`src/rtl/apb_arb_pkg.sv`:
```
// Shared definitions for the APB request arbiter.
//   arb_state_t   : FSM state encoding (IDLE/SETUP/ACCESS/RESP)
//   SEL_W_DEF     : default width of the passed-through slave select
//   idx_width()   : bit width needed to hold values 0..v-1, never below 1
package apb_arb_pkg;

    typedef enum logic [1:0] {
        ST_IDLE   = 2'd0,
        ST_SETUP  = 2'd1,
        ST_ACCESS = 2'd2,
        ST_RESP   = 2'd3
    } arb_state_t;

    localparam int SEL_W_DEF = 3;

    // Used both for the requester index and for the wait-state counter,
    // whose largest value is TIMEOUT-1.
    function automatic int idx_width(input int v);
        return (v <= 2) ? 1 : $clog2(v);
    endfunction

endpackage

```
`src/rtl/apb_req_arbiter_rr.sv`:
```
// Combinational round-robin picker.
//   req    : request vector
//   ptr    : index with highest priority this round
//   gnt_oh : one-hot winner (all zero when no request)
//   idx    : encoded winner index (0 when no request)
//   any    : at least one request present
// The winner is the first set request at or above ptr; if none exists
// there, the search wraps to the lowest set request below ptr.
module rr_arbiter #(
    parameter int NUM_REQ = 2,
    parameter int IW      = 1
) (
    input  logic [NUM_REQ-1:0] req,
    input  logic [IW-1:0]      ptr,
    output logic [NUM_REQ-1:0] gnt_oh,
    output logic [IW-1:0]      idx,
    output logic               any
);

    logic [NUM_REQ-1:0] hi_req;
    logic               found;

    assign any = |req;

    always_comb begin
        hi_req = '0;
        found  = 1'b0;
        idx    = '0;
        gnt_oh = '0;
        for (int i = 0; i < NUM_REQ; i++) begin
            hi_req[i] = req[i] && (IW'(i) >= ptr);
        end
        // First pass: requests at or after the pointer.
        for (int i = 0; i < NUM_REQ; i++) begin
            if (!found && hi_req[i]) begin
                found = 1'b1;
                idx   = IW'(i);
            end
        end
        // Second pass: wrap around to the lowest request.
        for (int i = 0; i < NUM_REQ; i++) begin
            if (!found && req[i]) begin
                found = 1'b1;
                idx   = IW'(i);
            end
        end
        for (int i = 0; i < NUM_REQ; i++) begin
            gnt_oh[i] = any && (idx == IW'(i));
        end
    end

endmodule

```
`src/rtl/apb_req_arbiter.sv`:
```
// Shares one APB bus between NUM_REQ requesters with round-robin arbitration.
// Each granted transfer runs SETUP -> ACCESS (with wait states / timeout) ->
// RESP, then the FSM returns to IDLE for the next arbitration.
// Ports:
//   hclk, hresetn                  clock, async active-high reset
//   req/req_write/req_addr/
//   req_wdata/req_sel              per-requester request and packed payload
//   gnt, done                      one-hot grant, one-cycle completion pulse
//   rdata, err                     transfer result, valid with done, held after
//   psel/penable/pwrite/
//   paddr/pwdata                   APB master outputs
//   prdata/pready/pslverr          APB slave response
//   dbg_state                      current FSM state
//
// Handshake: req[i] is a level "valid" held by requester i together with its
// payload; done[i] is the acknowledge. The payload is captured only in IDLE,
// so anything a requester does between grant and done is ignored. A requester
// must drop req[i] in the cycle after done[i] unless it wants another transfer.
module apb_req_arbiter
    import apb_arb_pkg::*;
#(
    parameter int NUM_REQ = 2,
    parameter int ADDR_W  = 32,
    parameter int DATA_W  = 32,
    parameter int SEL_W   = SEL_W_DEF,
    parameter int TIMEOUT = 16
) (
    input  logic                      hclk,
    input  logic                      hresetn,
    input  logic [NUM_REQ-1:0]        req,
    input  logic [NUM_REQ-1:0]        req_write,
    input  logic [NUM_REQ*ADDR_W-1:0] req_addr,
    input  logic [NUM_REQ*DATA_W-1:0] req_wdata,
    input  logic [NUM_REQ*SEL_W-1:0]  req_sel,
    output logic [NUM_REQ-1:0]        gnt,
    output logic [NUM_REQ-1:0]        done,
    output logic [DATA_W-1:0]         rdata,
    output logic                      err,
    output logic [SEL_W-1:0]          psel,
    output logic                      penable,
    output logic                      pwrite,
    output logic [ADDR_W-1:0]         paddr,
    output logic [DATA_W-1:0]         pwdata,
    input  logic [DATA_W-1:0]         prdata,
    input  logic                      pready,
    input  logic                      pslverr,
    output arb_state_t                dbg_state
);

    localparam int IW = idx_width(NUM_REQ);
    localparam int CW = idx_width(TIMEOUT);
    localparam logic [CW-1:0] CNT_LAST = CW'(TIMEOUT - 1);

    arb_state_t          state_q, state_d;
    logic [NUM_REQ-1:0]  gnt_q;
    logic [IW-1:0]       win_q;
    logic [IW-1:0]       rr_q;
    logic [CW-1:0]       cnt_q;
    logic [ADDR_W-1:0]   paddr_q;
    logic [DATA_W-1:0]   pwdata_q;
    logic                pwrite_q;
    logic [SEL_W-1:0]    sel_q;
    logic [DATA_W-1:0]   rdata_q;
    logic                err_q;

    logic [NUM_REQ-1:0]  win_oh;
    logic [IW-1:0]       win_idx;
    logic                any_req;
    logic [ADDR_W-1:0]   win_addr;
    logic [DATA_W-1:0]   win_wdata;
    logic [SEL_W-1:0]    win_sel;
    logic                win_write;
    logic                acc_timeout;

    rr_arbiter #(
        .NUM_REQ (NUM_REQ),
        .IW      (IW)
    ) u_rr (
        .req    (req),
        .ptr    (rr_q),
        .gnt_oh (win_oh),
        .idx    (win_idx),
        .any    (any_req)
    );

    // Payload of the current arbitration winner.
    always_comb begin
        win_addr  = '0;
        win_wdata = '0;
        win_sel   = '0;
        win_write = 1'b0;
        for (int i = 0; i < NUM_REQ; i++) begin
            if (win_idx == IW'(i)) begin
                win_addr  = req_addr[i*ADDR_W +: ADDR_W];
                win_wdata = req_wdata[i*DATA_W +: DATA_W];
                win_sel   = req_sel[i*SEL_W +: SEL_W];
                win_write = req_write[i];
            end
        end
    end

    // The ACCESS cycle in which the counter already holds TIMEOUT-1 is the
    // last one; a pready in that same cycle still completes normally.
    assign acc_timeout = !pready && (cnt_q == CNT_LAST);

    always_ff @(posedge hclk or posedge hresetn) begin
        if (hresetn) begin
            state_q <= ST_IDLE;
        end else begin
            state_q <= state_d;
        end
    end

    always_comb begin
        state_d = state_q;
        case (state_q)
            ST_IDLE:   if (any_req) state_d = ST_SETUP;
            ST_SETUP:  state_d = ST_ACCESS;
            ST_ACCESS: if (pready || acc_timeout) state_d = ST_RESP;
            ST_RESP:   state_d = ST_IDLE;
            default:   state_d = ST_IDLE;
        endcase
    end

    always_ff @(posedge hclk or posedge hresetn) begin
        if (hresetn) begin
            gnt_q    <= '0;
            win_q    <= '0;
            rr_q     <= '0;
            cnt_q    <= '0;
            paddr_q  <= '0;
            pwdata_q <= '0;
            pwrite_q <= 1'b0;
            sel_q    <= '0;
            rdata_q  <= '0;
            err_q    <= 1'b0;
        end else begin
            case (state_q)
                ST_IDLE: begin
                    if (any_req) begin
                        paddr_q  <= win_addr;
                        pwdata_q <= win_wdata;
                        pwrite_q <= win_write;
                        sel_q    <= win_sel;
                        gnt_q    <= win_oh;
                        win_q    <= win_idx;
                    end
                end
                ST_ACCESS: begin
                    if (pready) begin
                        rdata_q <= pwrite_q ? '0 : prdata;
                        err_q   <= pslverr;
                    end else if (acc_timeout) begin
                        rdata_q <= '0;
                        err_q   <= 1'b1;
                    end else begin
                        cnt_q <= cnt_q + CW'(1);
                    end
                end
                ST_RESP: begin
                    rr_q  <= (win_q == IW'(NUM_REQ - 1)) ? '0 : win_q + IW'(1);
                    cnt_q <= '0;
                    gnt_q <= '0;
                end
                default: ;
            endcase
        end
    end

    // Bus controls derive from the state register so an asserted reset
    // silences them immediately.
    assign psel      = (state_q == ST_SETUP || state_q == ST_ACCESS) ? sel_q : '0;
    assign penable   = (state_q == ST_ACCESS);
    assign done      = (state_q == ST_RESP) ? gnt_q : '0;
    assign gnt       = gnt_q;
    assign pwrite    = pwrite_q;
    assign paddr     = paddr_q;
    assign pwdata    = pwdata_q;
    assign rdata     = rdata_q;
    assign err       = err_q;
    assign dbg_state = state_q;

endmodule
```
`config.mk`:
```
export PLATFORM = sky130hd
export DESIGN_NAME = apb_req_arbiter
export DESIGN_NICKNAME = d
export VERILOG_FILES = /design/src/rtl/apb_arb_pkg.sv /design/src/rtl/apb_req_arbiter_rr.sv /design/src/rtl/apb_req_arbiter.sv
export SDC_FILE = /design/constraint.sdc
export NUM_CORES = 1
export LEC_CHECK = 0
export CAP_MARGIN = 20
export CORE_MARGIN = 4
export CORE_UTILIZATION = 40
export CTS_BUF_LIST = sky130_fd_sc_hd__clkbuf_8
export DETAILED_ROUTE_END_ITERATION = 10
export PLACE_DENSITY = 0.82
export RECOVER_POWER = 25
export SETUP_SLACK_MARGIN = 0.4
export SYNTH_ARGS = -nofsm -noshare
export SYNTH_HDL_FRONTEND = slang
export SYNTH_SLANG_ARGS = --single-unit
```
`constraint.sdc`:
```
create_clock -name hclk -period 5.55 [get_ports hclk]
set_input_delay 1.11 -clock hclk [delete_from_list [all_inputs] [get_ports hclk]]
set_output_delay 1.11 -clock hclk [all_outputs]
set_load 0.02 [all_outputs]
```
# Word level (Yosys, flattened, before mapping)

Cells that the tools add are included.

Output and inout port bits: 108
Input bits: 174
Word-level logic and storage cells: 74
Flip-flop bits (word level): 111

Order comparisons: 2
Equality and inequality tests: 8
Bitwise logic cells: 1
Reduce and logical (&&, ||, !) cells: 24
Add/sub/neg operators: 2
Multiplexer cells: 26

Operators by type and width:

| operator            | number |
|---|---|
| $mux 32             | 5 |
| $mux 1              | 10 |
| $logic_and 1x1->1   | 8 |
| $mux 2              | 4 |
| $mux 4              | 2 |
| $pmux 2 s4          | 1 |
| $pmux 4 s2          | 1 |
| $reduce_and 2->1    | 4 |
| $mux 3              | 2 |
| $reduce_bool 2->1   | 3 |
| $add 4x1->4 const B | 1 |
| $eq 2x2->1 const B  | 2 |
| $eq 4x4->1 const B  | 1 |
| $logic_not 1->1     | 4 |
| $ne 2x1->1 const B  | 2 |
| $ne 2x2->1 const B  | 2 |
| $pmux 2 s2          | 1 |
| $reduce_and 3->1    | 1 |
| $eq 2x1->1 const B  | 1 |
| $ge 1x1->1 const A  | 2 |
| $logic_not 2->1     | 1 |
| $logic_or 1x1->1    | 2 |
| $reduce_or 2->1     | 1 |
| $add 1x1->1 const B | 1 |
| $not 1->1           | 1 |

# Depth between registers and ports, before layout

Depth after elaboration: 16
Mapped depth: 7
Gate-level depth less buffers: 5

# Cells and area by module

A second synthesis with hierarchy kept.

Cell total of the unflattened synthesis: 515
Area, all modules: 5296.3 sq um

By module, submodules not included:

| module          | sequential area each (sq um) | area an instance (sq um) | times used | cells each |
|---|---|---|---|---|
| apb_req_arbiter | 2777.7                       | 5263.8                   | 1          | 510 |
| rr_arbiter      | 0.0                          | 32.5                     | 1          | 5 |

# Worst setup path before layout

OpenSTA, ideal clock, no wires.

Path type: register -> output
Start: reg state_q[1] (netlist: dbg_state[1])
End: out done[0]
Required time: 4.440 ns
Slack: 3.172 ns
Stages on the path, launching flop included: 4
Data arrival time: 1.268 ns
Path buffers: 1
Cell sequence: dfrtp_1 > ha_1 > clkbuf_1 > and2_1

Word-level cells in the longest chain between the ends: 2

Ends and longest elaborated chain:

| item                   | line                   | source |
|---|---|---|
| start, declared        | apb_req_arbiter.sv:54  | `arb_state_t state_q, state_d;` |
| start signal, assigned | apb_req_arbiter.sv:110 | `state_q <= state_d;` |
| $eq 2x2->1             | apb_req_arbiter.sv:174 | `assign done = (state_q == ST_RESP) ? gnt_q : '0;` |
| $mux 2                 | apb_req_arbiter.sv:174 |  |
| end, declared          | apb_req_arbiter.sv:36  | `output logic [NUM_REQ-1:0] done,` |

Every way passes these cells.

# Worst setup path in the final report

Start: in pready
End: reg rdata_q[12] (netlist: rdata[12])

Word-level cells in the longest chain between the ends: 4
Elaborated cells between the ends (all ways): 5
Classes of those cells: mux (1); reduce/logical (4)

Ends and longest elaborated chain:

| item                               | line                   | source |
|---|---|---|
| start, declared                    | apb_req_arbiter.sv:45  | `input logic pready,` |
| $logic_not 1->1                    | apb_req_arbiter.sv:104 | `assign acc_timeout = !pready && (cnt_q == CNT_LAST);` |
| $logic_and 1x1->1                  | apb_req_arbiter.sv:104 |  |
| $reduce_bool 2->1 (no source line) | n/a                    |  |
| $reduce_and 2->1 (no source line)  | n/a                    |  |
| end signal, assigned               | apb_req_arbiter.sv:151 | `rdata_q <= pwrite_q ? '0 : prdata;` |
| end, declared                      | apb_req_arbiter.sv:63  | `logic [DATA_W-1:0] rdata_q;` |

Parallel ways exist; a longest one is shown, timed or not.
A chain may end at the register's enable or synchronous reset.

==> results.toml <==
[outcome]
status = "complete, but fails checks"
violations = "capacitance limit, slew limit"

[sta]
timing.clock.skew_ns = 0.01041
layout_min_cycle_time_ns = 3.856
fin_tns_setup_ns = 0
maxSlewViolCount = 158
report.final.hold_viol_count = 0
max_slew_margin = -1.273
rsz0062_at_grt = "no"
worstMarginPinSlew_ns = 3.391
period_share = 0.6948
max_freq_mhz = 259.3
finalSetupViolCount = 0

[yosys]
synth-edff-count = 0
yosys.area.top_type = "dfrtp_1"
yosysSeqAreaShare = 0.5156
synth_top_cell_area_share = 0.5156
synth_flop_cell = "dfrtp_1"
async_flop_share = 1.000
syn_area_um2 = 5388
netlist_instances = 598
avgSynthCellArea_um2 = 9.009
ys_warn_count = 0
synthTopCellsByArea = "dfrtp_1, o21ai_0, a31oi_1, nand3_1, nand4b_1"
synth_nets = 777
synth_cell_type_count = 35
ys_ff_latch = 111

[setup_path]
cp.depth = 6
r2r_cells = 4
critPathTopFamily = "buffers and inverters"
worstPathRequired_ns = 5.79
slowest_stage = "clkbuf_1"
path_max_fanout = 37
critPathKind = "in -> reg"
start_kind = "input port"
worstSetupEndpointType = "flop"
arrival_ns = 4.10
critPathBufInv = 3
path_cells = "dlygate4sd3_1 > clkbuf_1 > a31oi_1 > nor2b_2 > buf_6 > o21ai_0"
cp_slowest_stage_delay_ns = 1.14

[layout]
final_cell_mix = "clkdlybuf4s50_1, dfrtp_1, o21ai_0, a31oi_1, nor2_1"
final_common_cell = "clkdlybuf4s50_1"
area_growth_pct = 55.78
post-route-util = 0.6363
drive_above_1_share = 0.03686
nets = 1016

[clock_network]
cts_setup_buffers = 0
cts-root-buf = "clkbuf_8"
cts_buffers = 9
cts_sinks = 111
holdBufCountCts = 0
cts_buffer_depth = 2
tritoncts = "done"
h-tree-depth = 3
cts.clk_slew.worst_paths_ns = 0.11
cts-resized-gates = 0
clkLatencyLatePin_ns = 0.37

[floorplanning]
row_count = 42
top_level_ports = 282
start_util = 0.4085
die_w_um = 124.1
die-area_um2 = 15390
coreArea_um2 = 13190
die_y_um = 124.1

[hold_path]
whs_path_depth = 1
hold_path_class = "reg -> reg"

[global_route]
grt_use_total = 0.2241
grt_pass1_wl_um = 26830
globalRouteOverflowTotal = 0
grt_max_degree = 89
grt_pass1_vias = 5136
antenna_found_initial = 1

[routing]
vias = 5395
vias_per_cell = 5.300
ant_nets = 0
drc = 0
finalWirelength_um = 17990
drt_first_pass_iters = 4
avgRoutedWirePerCell_um = 17.67
drt_iter0_drc = 418

[job]
drv_cap = 3

[place]
port_buffers = 281
globalplace.congestion = 0.7759
dp_hpwl_um = 12380

[pwr]
ir_drop_mv = 0.2668
pwr-share-clk = 0.121
power.switching_uw = 1711
intPower_uw = 2442
powerDensity_nw_per_um2 = 494.8
power_frac_seq = 0.336
leakage_uw = 0.003269
share_comb_of_total_power = 0.543
p_sw_frac = 0.4120
-- state kept, by name, indices dropped and copies added, names as in the netlist --
signal and count:
gnt 2, pwrite 1, err 1, sel_q 3, cnt_q 4, rr_q 1, paddr 32, pwdata 32
rdata 32, win_q 1, dbg_state 2
-- metrics by stage --
stage | power (uW) | cell area (um^2) | worst slack, ns | hold WS, ns | cells
after floorplan | 2630 | 5388 | 1.509 | 0.4212 | 598
after global placement | 3625 | 8182 | 2.204 | 0.4293 | 1000
after detailed placement | 3665 | 8193 | 2.291 | 0.4441 | 1001
after CTS | 4175 | 8389 | 2.335 | 0.4524 | 1016
after global routing | 4425 | 8391 | 1.190 | 0.4819 | 1017
final | 4153 | 8393 | 1.694 | 0.4453 | 1018
-- worst paths after layout --
kind / startpoint / endpoint / slack [ns]
max in group asynchronous: hresetn / paddr[0]$_DFFE_PP0P_ / 1.75
max: pready / rdata[12]$_DFFE_PP0P_ / 1.69
min in group asynchronous: hresetn / pwdata[0]$_DFFE_PP0P_ / 2.17
min reg2reg: win_q$_DFFE_PP0P_ / rr_q$_DFFE_PP0P_ / 0.45
max reg2reg: rr_q$_DFFE_PP0P_ / paddr[11]$_DFFE_PP0P_ / 2.82
min: win_q$_DFFE_PP0P_ / rr_q$_DFFE_PP0P_ / 0.45
-- power by group through the flow --
| stage | logic [uW] | registers, uW | clock network (uW) |
|---|---|---|---|
| after floorplan | 868 | 1760 | 0 |
| after global placement | 2230 | 1390 | 0 |
| after detailed placement | 2260 | 1410 | 0 |
| after CTS | 2270 | 1390 | 515 |
| after global routing | 2440 | 1440 | 551 |
| final | 2250 | 1390 | 504 |
-- cells in the mapped netlist (all sizes together) (3+ instances only) --
cell	number
nand2	4
inv	39
nor2b	4
a21oi	3
nand4b	32
clkbuf	28
nand3	70
o21ai	105
ha	5
dfrtp	111
a31oi	72
nor2	71
and2	5
buf	34
-- final cells by class --
cell class                 instances  area [um^2]
antenna                            1        2.502
clock buffer                      11        151.4
clock inverter                     4        45.04
fill                            1116         4797
inverter                          39        147.6
multi-input combinational        386         2161
sequential                       111         2778
tap                              176        220.2
timing repair buffer             290         2888
-- layer usage --
layer | share of wire | wire length, um | GRT usage | up-vias
met1 | 0.39 | 6972 | 0.2712 | 2546
met2 | 0.47 | 8530 | 0.3541 | 222
met3 | 0.11 | 2054 | 0.09582 | 30
met4 | 0.023 | 413 | 0.08761 | 2
li1 | - | - | - | 2595
met5 | 0.0011 | 19 | 0 | -
-- logic make-up (layout without fill, tap and decap cells) --
kind of cell / Yosys count / in the layout / share of synthesized area
AO/OA/AOI/OAI: 187 / 187 / 0.1972
adder cells (fa/ha/maj): 5 / 5 / 0.01161
buffers and inverters: 101 / 344 / 0.08314
flip-flops: 111 / 111 / 0.5156
multiplexers: 1 / 1 / 0.002090
other: 0 / 1 / 0
AND/OR/NAND/NOR: 193 / 193 / 0.1904
Note: power is estimated with default switching activity, not from simulation.
